===== src/rtl/pop_arbiter_if.sv =====
// Pop-side and output-side handshake bundle for pop_arbiter.
// The master modport is the arbiter's view; the slave modport is the environment's view.
interface pop_arbiter_if #(
  parameter int NUM_PORTS = 4,
  parameter int WIDTH     = 8
);
  localparam int PW = $clog2(NUM_PORTS);

  logic [NUM_PORTS-1:0]       pop_valid;
  logic [NUM_PORTS*WIDTH-1:0] pop_data;
  logic [NUM_PORTS-1:0]       pop_ready;
  logic                       out_valid;
  logic [WIDTH-1:0]           out_data;
  logic [PW-1:0]              out_port;
  logic                       out_ready;

  modport master (
    input  pop_valid, pop_data, out_ready,
    output pop_ready, out_valid, out_data, out_port
  );

  modport slave (
    output pop_valid, pop_data, out_ready,
    input  pop_ready, out_valid, out_data, out_port
  );
endinterface


===== src/rtl/pop_arbiter.sv =====
// Round-robin merge of NUM_PORTS FIFO pop interfaces into one registered output
// stage; one payload per cycle sustained when downstream keeps out_ready high.
module pop_arbiter_lane #(
  parameter int WIDTH = 8
) (
  input  logic             en,
  input  logic             valid,
  input  logic             sel,
  input  logic [WIDTH-1:0] data,
  output logic             ready,
  output logic [WIDTH-1:0] masked
);
  // Gating on valid again keeps a pop strobe from ever reaching an empty FIFO.
  assign ready  = en & valid & sel;
  assign masked = ready ? data : '0;
endmodule

module pop_arbiter #(
  parameter int NUM_PORTS = 4,
  parameter int WIDTH     = 8,
  parameter int CNT_WIDTH = 16
) (
  input  logic                 clk,
  input  logic                 rst,
  pop_arbiter_if.master        bus,
  output logic [CNT_WIDTH-1:0] grant_count
);
  localparam int PW = $clog2(NUM_PORTS);

  typedef enum logic {EMPTY, FULL} state_t;

  typedef struct packed {
    logic [WIDTH-1:0] data;
    logic [PW-1:0]    port;
  } hold_t;

  state_t state, state_nxt;
  hold_t  hold;

  logic [PW-1:0]                   ptr, gidx;
  logic [PW:0]                     cand;
  logic                            found, can_accept, en, grant, xfer;
  logic [NUM_PORTS-1:0]            sel, ready;
  logic [NUM_PORTS-1:0][WIDTH-1:0] pdata, masked;
  logic [WIDTH-1:0]                cap_data;

  assign can_accept = (state == EMPTY) || bus.out_ready;
  assign en         = can_accept && !rst;
  assign xfer       = (state == FULL) && bus.out_ready;
  assign grant      = |ready;

  // Walk upward from ptr with wrap; cand never exceeds 2*NUM_PORTS-2.
  always_comb begin
    found = 1'b0;
    gidx  = '0;
    cand  = '0;
    for (int k = 0; k < NUM_PORTS; k++) begin
      cand = {1'b0, ptr} + (PW+1)'(k);
      if (cand >= (PW+1)'(NUM_PORTS)) cand = cand - (PW+1)'(NUM_PORTS);
      if (!found && bus.pop_valid[cand[PW-1:0]]) begin
        found = 1'b1;
        gidx  = cand[PW-1:0];
      end
    end
  end

  for (genvar i = 0; i < NUM_PORTS; i++) begin : g_lane
    assign pdata[i] = bus.pop_data[i*WIDTH +: WIDTH];
    assign sel[i]   = found && (gidx == PW'(i));
    pop_arbiter_lane #(.WIDTH(WIDTH)) u_lane (
      .en     (en),
      .valid  (bus.pop_valid[i]),
      .sel    (sel[i]),
      .data   (pdata[i]),
      .ready  (ready[i]),
      .masked (masked[i])
    );
  end

  always_comb begin
    cap_data = '0;
    for (int i = 0; i < NUM_PORTS; i++) cap_data = cap_data | masked[i];
  end

  assign bus.pop_ready = ready;
  assign bus.out_valid = (state == FULL);
  assign bus.out_data  = hold.data;
  assign bus.out_port  = hold.port;

  always_comb begin
    state_nxt = state;
    if (grant)     state_nxt = FULL;
    else if (xfer) state_nxt = EMPTY;
  end

  always_ff @(posedge clk) begin
    if (rst) begin
      state       <= EMPTY;
      hold        <= '0;
      ptr         <= '0;
      grant_count <= '0;
    end else begin
      state <= state_nxt;
      if (grant) begin
        hold <= '{data: cap_data, port: gidx};
        ptr  <= (gidx == PW'(NUM_PORTS-1)) ? '0 : gidx + PW'(1);
      end
      if (xfer) grant_count <= grant_count + CNT_WIDTH'(1);
    end
  end
endmodule


===== src/flat_wrapper.sv =====
// flat-port wrapper written by rule: the top's interface ports become plain ports
module pop_arbiter_flat 
#(
  parameter int NUM_PORTS = 4,
  parameter int WIDTH     = 8,
  parameter int CNT_WIDTH = 16
)
  (clk, rst, grant_count, bus_pop_valid, bus_pop_data, bus_out_ready, bus_pop_ready, bus_out_valid, bus_out_data, bus_out_port);
  pop_arbiter_if #(.NUM_PORTS(NUM_PORTS), .WIDTH(WIDTH)) bus_i ();
  input  logic clk;
  input  logic rst;
  output logic [CNT_WIDTH-1:0] grant_count;
  input wire logic [$bits(bus_i.pop_valid)-1:0] bus_pop_valid;
  input wire logic [$bits(bus_i.pop_data)-1:0] bus_pop_data;
  input wire logic [$bits(bus_i.out_ready)-1:0] bus_out_ready;
  output wire logic [$bits(bus_i.pop_ready)-1:0] bus_pop_ready;
  output wire logic [$bits(bus_i.out_valid)-1:0] bus_out_valid;
  output wire logic [$bits(bus_i.out_data)-1:0] bus_out_data;
  output wire logic [$bits(bus_i.out_port)-1:0] bus_out_port;
  assign bus_i.pop_valid = bus_pop_valid;
  assign bus_i.pop_data = bus_pop_data;
  assign bus_i.out_ready = bus_out_ready;
  assign bus_pop_ready = bus_i.pop_ready;
  assign bus_out_valid = bus_i.out_valid;
  assign bus_out_data = bus_i.out_data;
  assign bus_out_port = bus_i.out_port;
  pop_arbiter #(.NUM_PORTS(NUM_PORTS), .WIDTH(WIDTH), .CNT_WIDTH(CNT_WIDTH)) u_core (.clk(clk), .rst(rst), .bus(bus_i), .grant_count(grant_count));
endmodule

===== config.mk =====
export PLATFORM = sky130hd
export DESIGN_NAME = pop_arbiter_flat
export DESIGN_NICKNAME = d
export VERILOG_FILES = /design/src/rtl/pop_arbiter_if.sv /design/src/rtl/pop_arbiter.sv /design/src/flat_wrapper.sv
export SDC_FILE = /design/constraint.sdc
export NUM_CORES = 1
export LEC_CHECK = 0
export ABC_AREA = 1
export BUFFER_PORTS_ARGS = -buffer_cell sky130_fd_sc_hd__buf_4
export CORE_MARGIN = 2
export CORE_UTILIZATION = 50
export CTS_BUF_LIST = sky130_fd_sc_hd__clkbuf_2
export CTS_CLUSTER_DIAMETER = 200
export DETAILED_ROUTE_END_ITERATION = 8
export PLACE_DENSITY = 0.82
export RECOVER_POWER = 100
export SETUP_SLACK_MARGIN = 0.5
export SYNTH_ARGS = -nofsm -noshare
export SYNTH_HDL_FRONTEND = slang
export SYNTH_SLANG_ARGS = --single-unit

===== constraint.sdc =====
create_clock -name clk -period 3.55 [get_ports clk]
set_input_delay 0.5325 -clock clk [delete_from_list [all_inputs] [get_ports clk]]
set_output_delay 0.5325 -clock clk [all_outputs]
set_load 0.05 [all_outputs]

==> impl_summary.txt, run 1 <==
----------------------------------------------------
[Status]
  Outcome ... finished clean

[Clock network]
  Root buf cell ... clkbuf_2
  Worst-Skew Late Latency ... 370 ps
  TritonCTS buffer count ... 5
  Clock tree sinks ... 29
  Clock-pin slew reported for the worst setup and hold paths after clock tree synthesis ... 160 ps
  CTS tree ... done
  Largest buffer count on any clock path ... 2
  H-tree depth ... 2
  Count of hold buffers inserted by post-cts repair ... 0

[Timing]
  Setup tns final ... 0 ps
  Total setup violations reported at the end of the flow ... 0
  Number of hold-slack violations in the final timing report ... 0
  Fmax ... 327 MHz
  Min Tclk post-route ... 3060 ps
  Slew headroom ... 0.586
  Tcrit/Tclk final ... 0.861
  Final Slew Violations ... 0
  RSZ-0062 raised after global routing ... no
  Transition time at the pin with the least slew margin ... 624 ps
  Fin Clk Skew ... 16.3 ps

[Yosys]
  Post-synth cell types ... 30
  Yosys reg bits ... 29
  Leading post-synthesis cells by cell area ... dfxtp_1 (32%), nand2_1 (14%), a22o_1 (7.8%), inv_1 (6.5%), a21oi_1 (5.6%)
  Primary flip-flop cell chosen by synthesis mapping ... dfxtp_1
  Top cells by count, synth ... nand2_1 (65), inv_1 (31), dfxtp_1 (29)
  Async set-reset flop share out of synthesis ... 0
  Ys Warns ... 0
  Most frequent cell after synthesis ... nand2_1
  Post-synth top area share ... 0.324
  Dominant cell type by area after synthesis ... dfxtp_1
  Number of flops mapped to enable cells by yosys ... 0
  Synthesized area per cell ... 7.11 um^2
  Gate count of the mapped netlist ... 252
  Sequential element share of the synthesized area ... 0.324
  Netlist area before placement ... 1790 um^2
  Net count after synthesis ... 296

[Die]
  Initial core utilization ... 0.528
  Vertical die dimension ... 63.8 um
  Area enclosed by the die boundary ... 4080 um^2
  Width of the chip ... 63.8 um
  Floorplan row count ... 21
  Boundary Pins ... 70
  Area of the core ... 3390 um^2

[Global route]
  Pin count of the biggest net entering global routing ... 19
  All-Layer GR Usage ... 0.220
  Initial antenna violation count ... 0
  Wire length of the first global-routing pass ... 7.13 mm
  GRT overflow ... 0
  Via count of the first global-routing pass ... 1717

[Layout]
  Synth-to-Final Area Change ... 25.9%
  Net count, final ... 370
  ANT cells ... 0
  Fraction of layout instances using a drive strength above 1 ... 0.217

[Place]
  Routability-driven placement congestion ratio ... 0.941
  DP Wirelength ... 3.25 mm
  Total of buffers placed on input and output ports ... 69

[Worst setup path]
  Critical path start-end classification ... reg -> out
  Critical-path cell list ... inv_2 > nand2_1 > nand2_1 > nand2_1 > nand2_1 > nor2_1 > nand3_1 > nand3_1 > inv_1 > ha_1 > nand2_1 > nor2_4 > buf_4
  Highest net fanout along the worst path ... 11
  Required arrival time at the worst endpoint ... 3020 ps
  Slowest stage delay, CP ... 580 ps
  Slowest cell on the critical path ... dfxtp_1
  Setup slack on the worst flop-to-flop path ... 570 ps
  Kind of end point of the critical path ... output port
  Worst Reg2Reg Path Length in Cells ... 18
  Worst Path Arrival ... 2530 ps
  Most frequent CP cell ... nand2_1
  Element type at the critical path start ... flop

[Min path]
  Tightest Hold Check Type ... in -> reg
  Number of stages on the worst hold path ... 2

[Routing]
  Average via count per standard cell ... 5.00
  Routed length per instance ... 11.6 um
  Count of unresolved DRC violations after routing ... 0
  Iteration-0 DRC Markers ... 100
  DR vias ... 1866
  Drt total wl ... 4.32 mm
  Antenna-violating nets left ... 0
  First-pass iteration count of the detailed router ... 4

[Power]
  Leakage power of the design ... 1.07 nW
  Pwr/cell area ... 689 nW/um^2
  Peak supply drop ... 419 uV
  Power Total ... 0.00155 W

[Run]
  Max-cap violations ... 0

----------------------------------------------------
[power breakdown]
part | leakage (nW) | internal [W] | switching [W]
logic | 0.801 | 0.000295 | 0.000649
clock network | 0.0327 | 0.0000494 | 0.000118
registers | 0.236 | 0.000387 | 0.0000557
total | 1.07 | 0.000731 | 0.000823
[cell type report]
class                   instances  area, um^2
clock inverters                 2        10.0
clock buffers                   6        30.0
flip-flops and latches         29         582
repair buffers                 75         462
inverters                      36         135
multi-input cells             179         978
well taps                      46        57.6
fillers                       331        1130
[stage by stage]
stage / cells / instance area (um^2) / utilization / worst slack [ps] / hold WS (ps)
global placement: 359 / 2310 / 0.682 / 638 / 454
detailed placement: 359 / 2310 / 0.682 / 557 / 457
finish: 373 / 2250 / 0.665 / 492 / 421
CTS: 368 / 2370 / 0.698 / 533 / 396
floorplan: 252 / 1790 / - / 967 / 561
global route: 373 / 2250 / 0.665 / 246 / 386
[metal layers]
metal	wire length, um	vias to the layer above	GRT usage
met5	0	-	0
met4	73	0	0.109
met3	311	7	0.0599
met2	2070	56	0.383
met1	1860	836	0.246
li1	-	967	-
[sequential cells by signal (all words and copies together) (netlist names)]
register / flops
u_core.bus.out_valid: 1
u_core.bus.out_port: 2
u_core.ptr: 2
u_core.bus.out_data: 8
u_core.grant_count: 16
[critical path: cells and delay by family, from the launching register on]
family	cells	cell delay (ps)
adder cells (fa/ha/maj)	1	200
buffers and inverters	3	430
flip-flops	1	580
AND/OR/NAND/NOR	9	950
[worst paths after layout]
path | from | endpoint
setup / recovery | u_core.ptr[0]$_SDFFE_PP0P_ | bus_pop_ready[0]
hold / removal | rst | u_core.bus.out_data[0]$_SDFFE_PP0P_
setup reg to reg | u_core.ptr[0]$_SDFFE_PP0P_ | u_core.ptr[0]$_SDFFE_PP0P_
hold reg to reg | u_core.bus.out_data[7]$_SDFFE_PP0P_ | u_core.bus.out_data[7]$_SDFFE_PP0P_
[kinds of logic after synthesis]
logic type | Yosys count | synth area share
fa+ha+maj | 5 | 0.0349
xor+xnor | 3 | 0.0147
simple gates | 116 | 0.328
compound gates | 55 | 0.192
buf+inv | 44 | 0.106
flops | 29 | 0.324
[repair_timing]
| item | CTS | global route |
|---|---|---|
| pin swaps | 1 | 3 |
| buffers inserted | 1 | 5 |
| gates resized for setup | 2 | 2 |
| setup endpoints to repair | 4 | 4 |
[placed cells by master, fill, tap and decap left out]
master    count
nand2_1      67
nand2_4       2
a21oi_1      20
xnor2_1       1
dfxtp_1      28
and3_1        3
ha_1          5
buf_4        48
o21ai_0      15
nand3b_2      1
nor2_1       21
xor2_1        2
a22o_1       16
nor3_4        1
nor3_1        1
o21bai_1      3
nor2_2        1
inv_2         4
dfxtp_2       1
nand4_1       3
nor2_4        3
clkbuf_2      6
inv_1        32
nand3_4       1
a31oi_1       1
clkinv_2      2
clkbuf_1     27
nand3_1      11
nand3_2       1
No activity file was read; power rests on OpenSTA's default activity.
==> run 2, diff against run 1 <==
--- a/config.mk
+++ b/config.mk
@@ -12,9 +12,10 @@
 export CTS_BUF_LIST = sky130_fd_sc_hd__clkbuf_2
 export CTS_CLUSTER_DIAMETER = 200
 export DETAILED_ROUTE_END_ITERATION = 8
-export PLACE_DENSITY = 0.82
+export PLACE_DENSITY = 0.8
 export RECOVER_POWER = 100
 export SETUP_SLACK_MARGIN = 0.5
 export SYNTH_ARGS = -nofsm -noshare
 export SYNTH_HDL_FRONTEND = slang
+export SYNTH_HIERARCHICAL = 1
 export SYNTH_SLANG_ARGS = --single-unit
==> impl_summary.txt, run 2 <==
----------------------------------------------------
[Status]
  Outcome ... finished clean

[Clock network]
  H-tree depth ... 2 (unchanged)
  Count of hold buffers inserted by post-cts repair ... 0 (unchanged)
  Clock tree sinks ... 29 (unchanged)
  CTS tree ... done
  TritonCTS buffer count ... 5 (unchanged)
  Clock-pin slew reported for the worst setup and hold paths after clock tree synthesis ... 150 ps (about the same)
  Root buf cell ... clkbuf_2
  Worst-Skew Late Latency ... 340 ps (-30 ps)
  Largest buffer count on any clock path ... 2 (unchanged)

[Worst setup path]
  Required arrival time at the worst endpoint ... 3790 ps (+770 ps)
  Highest net fanout along the worst path ... 14 (+3)
  Kind of end point of the critical path ... flop
  Launch instance of the worst register-to-register path ... u_core/ptr[1]$_SDFFE_PP0P_
  Critical path start-end classification ... reg -> reg
  Element type at the critical path start ... flop
  Worst Path Arrival ... 3310 ps (+780 ps)
  Worst Setup SP ... u_core/ptr[1]$_SDFFE_PP0P_

[Timing]
  Min Tclk post-route ... 3070 ps (+11.8 ps)
  Fmax ... 326 MHz (-0.38%)
  Tcrit/Tclk final ... 0.865 (+0.00332)
  Final Slew Violations ... 0 (unchanged)
  Fin Clk Skew ... 10.8 ps (-5.56 ps)
  Transition time at the pin with the least slew margin ... 775 ps (+150 ps)
  Number of hold-slack violations in the final timing report ... 0 (unchanged)
  Setup tns final ... 0 ps (unchanged)
  RSZ-0062 raised after global routing ... yes
  Total setup violations reported at the end of the flow ... 0 (unchanged)
  Slew headroom ... 0.482 (-0.104)

[Yosys]
  Async set-reset flop share out of synthesis ... 0 (unchanged)
  Ys Warns ... 6 (+6)
  Post-synth cell types ... 28 (-6.7%)
  Dominant cell type by area after synthesis ... dfxtp_1
  Sequential element share of the synthesized area ... 0.299 (-0.0251)
  Net count after synthesis ... 348 (+18%)
  Number of flops mapped to enable cells by yosys ... 0 (unchanged)
  Most frequent cell after synthesis ... inv_1
  Gate count of the mapped netlist ... 304 (+21%)
  Primary flip-flop cell chosen by synthesis mapping ... dfxtp_1
  Netlist area before placement ... 1940 um^2 (+8.4%)
  Yosys reg bits ... 29 (unchanged)
  Post-synth top area share ... 0.299 (-0.0251)
  Leading post-synthesis cells by cell area ... dfxtp_1 (30%), inv_1 (13%), nand2_1 (9.7%), nor2_1 (9.7%), a21oi_1 (5.2%)
  Top cells by count, synth ... inv_1 (66), nand2_1 (50), nor2_1 (50)
  Synthesized area per cell ... 6.38 um^2 (-10%)

[Global route]
  GRT overflow ... 0 (unchanged)
  Initial antenna violation count ... 0 (unchanged)
  Wire length of the first global-routing pass ... 7.78 mm (+9.1%)
  All-Layer GR Usage ... 0.226 (+0.00566)
  Pin count of the biggest net entering global routing ... 23 (+4)
  Via count of the first global-routing pass ... 1915 (+12%)

[Routing]
  Count of unresolved DRC violations after routing ... 0 (unchanged)
  Antenna-violating nets left ... 0 (unchanged)
  Drt total wl ... 4.99 mm (+16%)
  Average via count per standard cell ... 4.77 (-4.6%)
  First-pass iteration count of the detailed router ... 4 (unchanged)
  Routed length per instance ... 11.5 um (-1.1%)
  DR vias ... 2080 (+11%)
  Iteration-0 DRC Markers ... 79 (-21%)

[Die]
  Width of the chip ... 66.3 um (+3.9%)
  Boundary Pins ... 70 (unchanged)
  Area enclosed by the die boundary ... 4400 um^2 (+7.9%)
  Vertical die dimension ... 66.3 um (+3.9%)
  Area of the core ... 3690 um^2 (+8.8%)
  Initial core utilization ... 0.526 (-0.00212)
  Floorplan row count ... 22 (+4.8%)

[Layout]
  Area occupied by registers ... 584 um^2 (+0.43%)
  Area of the multi-input gates ... 1040 um^2 (+6.0%)
  ANT cells ... 0 (unchanged)
  Fraction of layout instances using a drive strength above 1 ... 0.242 (+0.0251)
  Net count, final ... 431 (+16%)
  Final cell utilization of the core ... 0.683 (+0.0180)
  Most common library cell in the layout ignoring fill and taps ... inv_1
  Number of flip-flops in the largest register ... 16 (unchanged)
  Most frequent cells in the layout ... inv_1 (60), nor2_1 (54), nand2_1 (50), buf_4 (49)
  Synth-to-Final Area Change ... 29.9%
  Fillers ... 361 (+9.1%)
  Register ranked first by flip-flop count ... u_core/grant_count

[Place]
  Routability-driven placement congestion ratio ... 0.825 (-12%)
  DP Wirelength ... 3.66 mm (+13%)
  Total of buffers placed on input and output ports ... 69 (unchanged)

[Min path]
  Start point of the worst min-delay path ... u_core/grant_count[15]$_SDFFE_PP0P_
  Tightest Hold Check Type ... reg -> reg

[Power]
  Pwr/cell area ... 764 nW/um^2 (+11%)
  Peak supply drop ... 654 uV (+56%)
  Leakage power of the design ... 1.32 nW (+24%)

[Run]
  Max-cap violations ... 0 (unchanged)

----------------------------------------------------
## run 2: cell type report
type                            instances  area share
Sequential cell                        29       0.232
Clock buffer                            6      0.0119
Clock inverter                          2     0.00397
Timing Repair Buffer                   82       0.212
Inverter                               70       0.105
Tap cell                               48      0.0238
Multi-Input combinational cell        199       0.412
## run 2: cells by family after synthesis
group	count (synthesis)	share of synthesized area
AND/OR/NAND/NOR	147	0.384
buffers and inverters	76	0.151
AO/OA/AOI/OAI	45	0.124
flip-flops	29	0.299
adder cells (fa/ha/maj)	5	0.0322
XOR/XNOR	2	0.00903
## run 2: worst paths after layout
check	end	slack, ps	depth (start not counted)
max	u_core/bus.out_data[1]$_SDFFE_PP0P_	480	20
min reg2reg	u_core/grant_count[15]$_SDFFE_PP0P_	480	2
min	u_core/grant_count[15]$_SDFFE_PP0P_	480	2
max reg2reg	u_core/bus.out_data[1]$_SDFFE_PP0P_	480	20
## run 2: routing by layer
metal	vias up	GRT usage	routed length (um)
met1	925	0.251	2170
met5	-	0	0
li1	1101	-	-
met3	13	0.0511	159
met2	41	0.405	2530
met4	0	0.102	133
## run 2: what timing repair did
item | in CTS | in global routing
setup buffers | 0 | 11
setup endpoints to repair | 4 | 11
resized for setup | 1 | 16
pin swaps | 0 | 6
## run 2: stage by stage
step | worst slack, ps | total power, W | instance area [um^2] | hold WS [ps] | std cells
after global routing | 189 | 0.00208 | 2520 | 516 | 436
after global placement | 702 | 0.00169 | 2500 | 460 | 417
after detailed placement | 616 | 0.00171 | 2500 | 465 | 417
after CTS | 549 | 0.00188 | 2540 | 383 | 425
after floorplan | 773 | 0.00140 | 1940 | 536 | 304
final | 481 | 0.00192 | 2520 | 481 | 436
## run 2: critical path, cell delays in order (launching register included)
cell and delay (ps):
dfxtp_1 460, inv_2 120, nand2_2 80, nand2_2 70, nand2_2 70, nand2_2 50
nor2_1 330, nand3_4 160, nand3_2 140, inv_2 60, ha_1 190, nand2_1 70
inv_1 60, nand3_4 80, inv_4 50, buf_4 120, nor2_1 130, nand2_1 240
buf_4 260, o21ai_0 150, a21oi_1 60
## run 2: power breakdown
| group | internal [W] | switching, W | leakage (nW) |
|---|---|---|---|
| registers | 0.000399 | 0.0000499 | 0.236 |
| logic | 0.000410 | 0.000905 | 1.05 |
| clock network | 0.0000495 | 0.000111 | 0.0327 |
==> run 3, diff against run 2 <==
--- a/config.mk
+++ b/config.mk
@@ -7,7 +7,7 @@
 export LEC_CHECK = 0
 export ABC_AREA = 1
 export BUFFER_PORTS_ARGS = -buffer_cell sky130_fd_sc_hd__buf_4
-export CORE_MARGIN = 2
+export CORE_ASPECT_RATIO = 1.4
 export CORE_UTILIZATION = 50
 export CTS_BUF_LIST = sky130_fd_sc_hd__clkbuf_2
 export CTS_CLUSTER_DIAMETER = 200
==> impl_summary.txt, run 3 (synthesis results as in run 2) <==
----------------------------------------------------
[Layout]
  Net count, final ... 423 (-1.9%)
  ANT cells ... 0 (unchanged)
  Fraction of layout instances using a drive strength above 1 ... 0.206 (-0.0365)
  Register ranked first by flip-flop count ... u_core/grant_count
  Final std cell area, no fill ... 2440 um^2 (-3.0%)
  Number of flip-flops in the largest register ... 16 (unchanged)
  Most frequent cells in the layout ... inv_1 (66), nor2_1 (54), nand2_1 (51), buf_4 (42), clkbuf_1 (28)
  Final cell utilization of the core ... 0.665 (-0.0181)
  Most common library cell in the layout ignoring fill and taps ... inv_1
  Synth-to-Final Area Change ... 26.0%

[Routing]
  DR vias ... 2045 (-1.7%)
  Antenna-violating nets left ... 0 (unchanged)
  Average via count per standard cell ... 4.86 (+1.8%)
  Iteration-0 DRC Markers ... 42 (-47%)
  Drt total wl ... 4.60 mm (-8.0%)
  Routed length per instance ... 10.9 um (-4.7%)
  First-pass iteration count of the detailed router ... 4 (unchanged)
  Count of unresolved DRC violations after routing ... 0 (unchanged)

[Run]
  Max-cap violations ... 0 (unchanged)

[Clock network]
  Largest buffer count on any clock path ... 2 (unchanged)
  H-tree depth ... 2 (unchanged)
  CTS tree ... done
  Clock tree sinks ... 29 (unchanged)
  Worst-Skew Late Latency ... 360 ps (+20 ps)
  Clock-pin slew reported for the worst setup and hold paths after clock tree synthesis ... 130 ps (-20 ps)
  TritonCTS buffer count ... 5 (unchanged)
  Count of hold buffers inserted by post-cts repair ... 0 (unchanged)
  Root buf cell ... clkbuf_2

[Power]
  Peak supply drop ... 453 uV (-31%)
  Internal portion of total power ... 0.000811 W (-5.6%)
  Pwr/cell area ... 742 nW/um^2 (-2.9%)
  Power Total ... 0.00181 W (-5.8%)
  Power share of the clock group ... 0.083 (about the same)
  Switching fraction of total power ... 0.553 (-0.000871)
  Psw ... 0.00100 W (-5.9%)
  Proportion of power drawn by combinational gates ... 0.667 (-0.016)
  Leakage power of the design ... 1.29 nW (-2.2%)
  Power share of the sequential group ... 0.250 (+0.017)

[Die]
  Boundary Pins ... 70 (unchanged)
  Floorplan row count ... 26 (+18%)
  Area enclosed by the die boundary ... 4140 um^2 (-5.9%)
  Width of the chip ... 54.7 um (-18%)
  Vertical die dimension ... 75.7 um (+14%)
  Area of the core ... 3680 um^2 (-0.34%)
  Initial core utilization ... 0.528 (+0.00179)

[Timing]
  Setup tns final ... 0 ps (unchanged)
  Final Slew Violations ... 0 (unchanged)
  Smallest hold slack ... 483 ps (+1.86 ps)
  Fin Clk Skew ... 8.41 ps (-2.35 ps)
  Transition time at the pin with the least slew margin ... 703 ps (-71.2 ps)
  Min Tclk post-route ... 3060 ps (-6.56 ps)
  Fmax ... 327 MHz (+0.21%)
  Total setup violations reported at the end of the flow ... 0 (unchanged)
  RSZ-0062 raised after global routing ... yes
  Number of hold-slack violations in the final timing report ... 0 (unchanged)
  Slew headroom ... 0.529 (+0.0476)
  Tcrit/Tclk final ... 0.863 (-0.00185)

[Worst setup path]
  Launch instance of the worst register-to-register path ... u_core/ptr[0]$_SDFFE_PP0P_
  Worst Reg2Reg Path Length in Cells ... 18 (-10%)
  Setup slack on the worst flop-to-flop path ... 670 ps (+190 ps)
  Required arrival time at the worst endpoint ... 3020 ps (-770 ps)
  Endpoint of the worst register-to-register path ... u_core/bus.out_data[2]$_SDFFE_PP0P_
  Critical path start-end classification ... reg -> out
  Worst Path Arrival ... 2530 ps (-780 ps)
  Highest net fanout along the worst path ... 7 (-7)
  Kind of end point of the critical path ... output port
  Element type at the critical path start ... flop

[Global route]
  Initial antenna violation count ... 0 (unchanged)
  Via count of the first global-routing pass ... 1780 (-7.0%)
  Pin count of the biggest net entering global routing ... 23 (unchanged)
  GRT overflow ... 0 (unchanged)
  Wire length of the first global-routing pass ... 7.02 mm (-9.8%)
  All-Layer GR Usage ... 0.231 (+0.00476)

[Min path]
  Tightest Hold Check Type ... reg -> reg
  Start point of the worst min-delay path ... u_core/grant_count[15]$_SDFFE_PP0P_
  Min-Delay Endpoint ... u_core/grant_count[15]$_SDFFE_PP0P_
  Number of stages on the worst hold path ... 2 (unchanged)

[Place]
  Area after detailed placement ... 2500 um^2 (-0.30%)
  DP Wirelength ... 3.59 mm (-1.9%)
  Routability-driven placement congestion ratio ... 0.820 (-0.61%)
  Total of buffers placed on input and output ports ... 69 (unchanged)

[Status]
  Outcome ... finished clean

----------------------------------------------------
## run 3: how the worst max path moves through the flow
stage                               startpoint                                  end  slack (ps)  cells past startpoint
floorplan                     bus_pop_valid[3]  u_core/bus.out_data[0]$_SDFFE_PP0P_         770                     18
global placement              bus_pop_valid[3]  u_core/bus.out_data[5]$_SDFFE_PP0P_         710                     19
detailed placement            bus_pop_valid[3]  u_core/bus.out_data[5]$_SDFFE_PP0P_         620                     20
CTS                 u_core/ptr[0]$_SDFFE_PP0P_                     bus_pop_ready[2]         530                     15
global route        u_core/ptr[0]$_SDFFE_PP0P_                     bus_pop_ready[0]         270                     13
finish              u_core/ptr[0]$_SDFFE_PP0P_                     bus_pop_ready[2]         490                     15
## run 3: stage by stage
step,cells,worst slack (ps)
after global placement,411,706
after detailed placement,411,620
after CTS,418,525
after floorplan,304,773
final,421,487
after global routing,421,266
## run 3: power by group through the flow
| stage | logic [W] | registers [W] | clock network [W] |
|---|---|---|---|
| floorplan | 0.000772 | 0.000631 | 0 |
| global placement | 0.00123 | 0.000455 | 0 |
| detailed placement | 0.00125 | 0.000454 | 0 |
| CTS | 0.00125 | 0.000448 | 0.000156 |
| global route | 0.00134 | 0.000462 | 0.000169 |
| finish | 0.00121 | 0.000453 | 0.000151 |
## run 3: routing by layer
layer  share of wire  vias to the layer above  GRT usage
met5               0                        -          0
met4           0.015                        0      0.117
met3           0.048                        7     0.0479
met2            0.52                       56      0.404
met1            0.42                      894      0.253
li1                -                     1088          -
## run 3: critical path, stage by stage (launching register included)
cell	delay [ps]
dfxtp_4	420
buf_4	160
nand2_4	50
nand3_1	110
nand2_2	70
nor2_1	270
nand3_1	120
nand3_1	90
nand2_1	120
inv_1	100
ha_1	140
nand2_1	50
inv_1	90
nand3_4	90
inv_1	140
buf_8	160
## run 3: final cells by class
| class | instances | area [um^2] |
|---|---|---|
| Tap cell | 42 | 52.6 |
| Fill cell | 373 | 1230 |
| Clock inverter | 1 | 3.75 |
| Inverter | 70 | 265 |
| Timing Repair Buffer | 74 | 473 |
| Clock buffer | 6 | 30.0 |
| Sequential cell | 29 | 586 |
| Multi-Input combinational cell | 199 | 1030 |
## run 3: timing repair
item / CTS / global route
resized for setup: 1 / 13
endpoints found under the setup margin: 2 / 4
pin swaps: 0 / 3
buffers inserted: 0 / 3
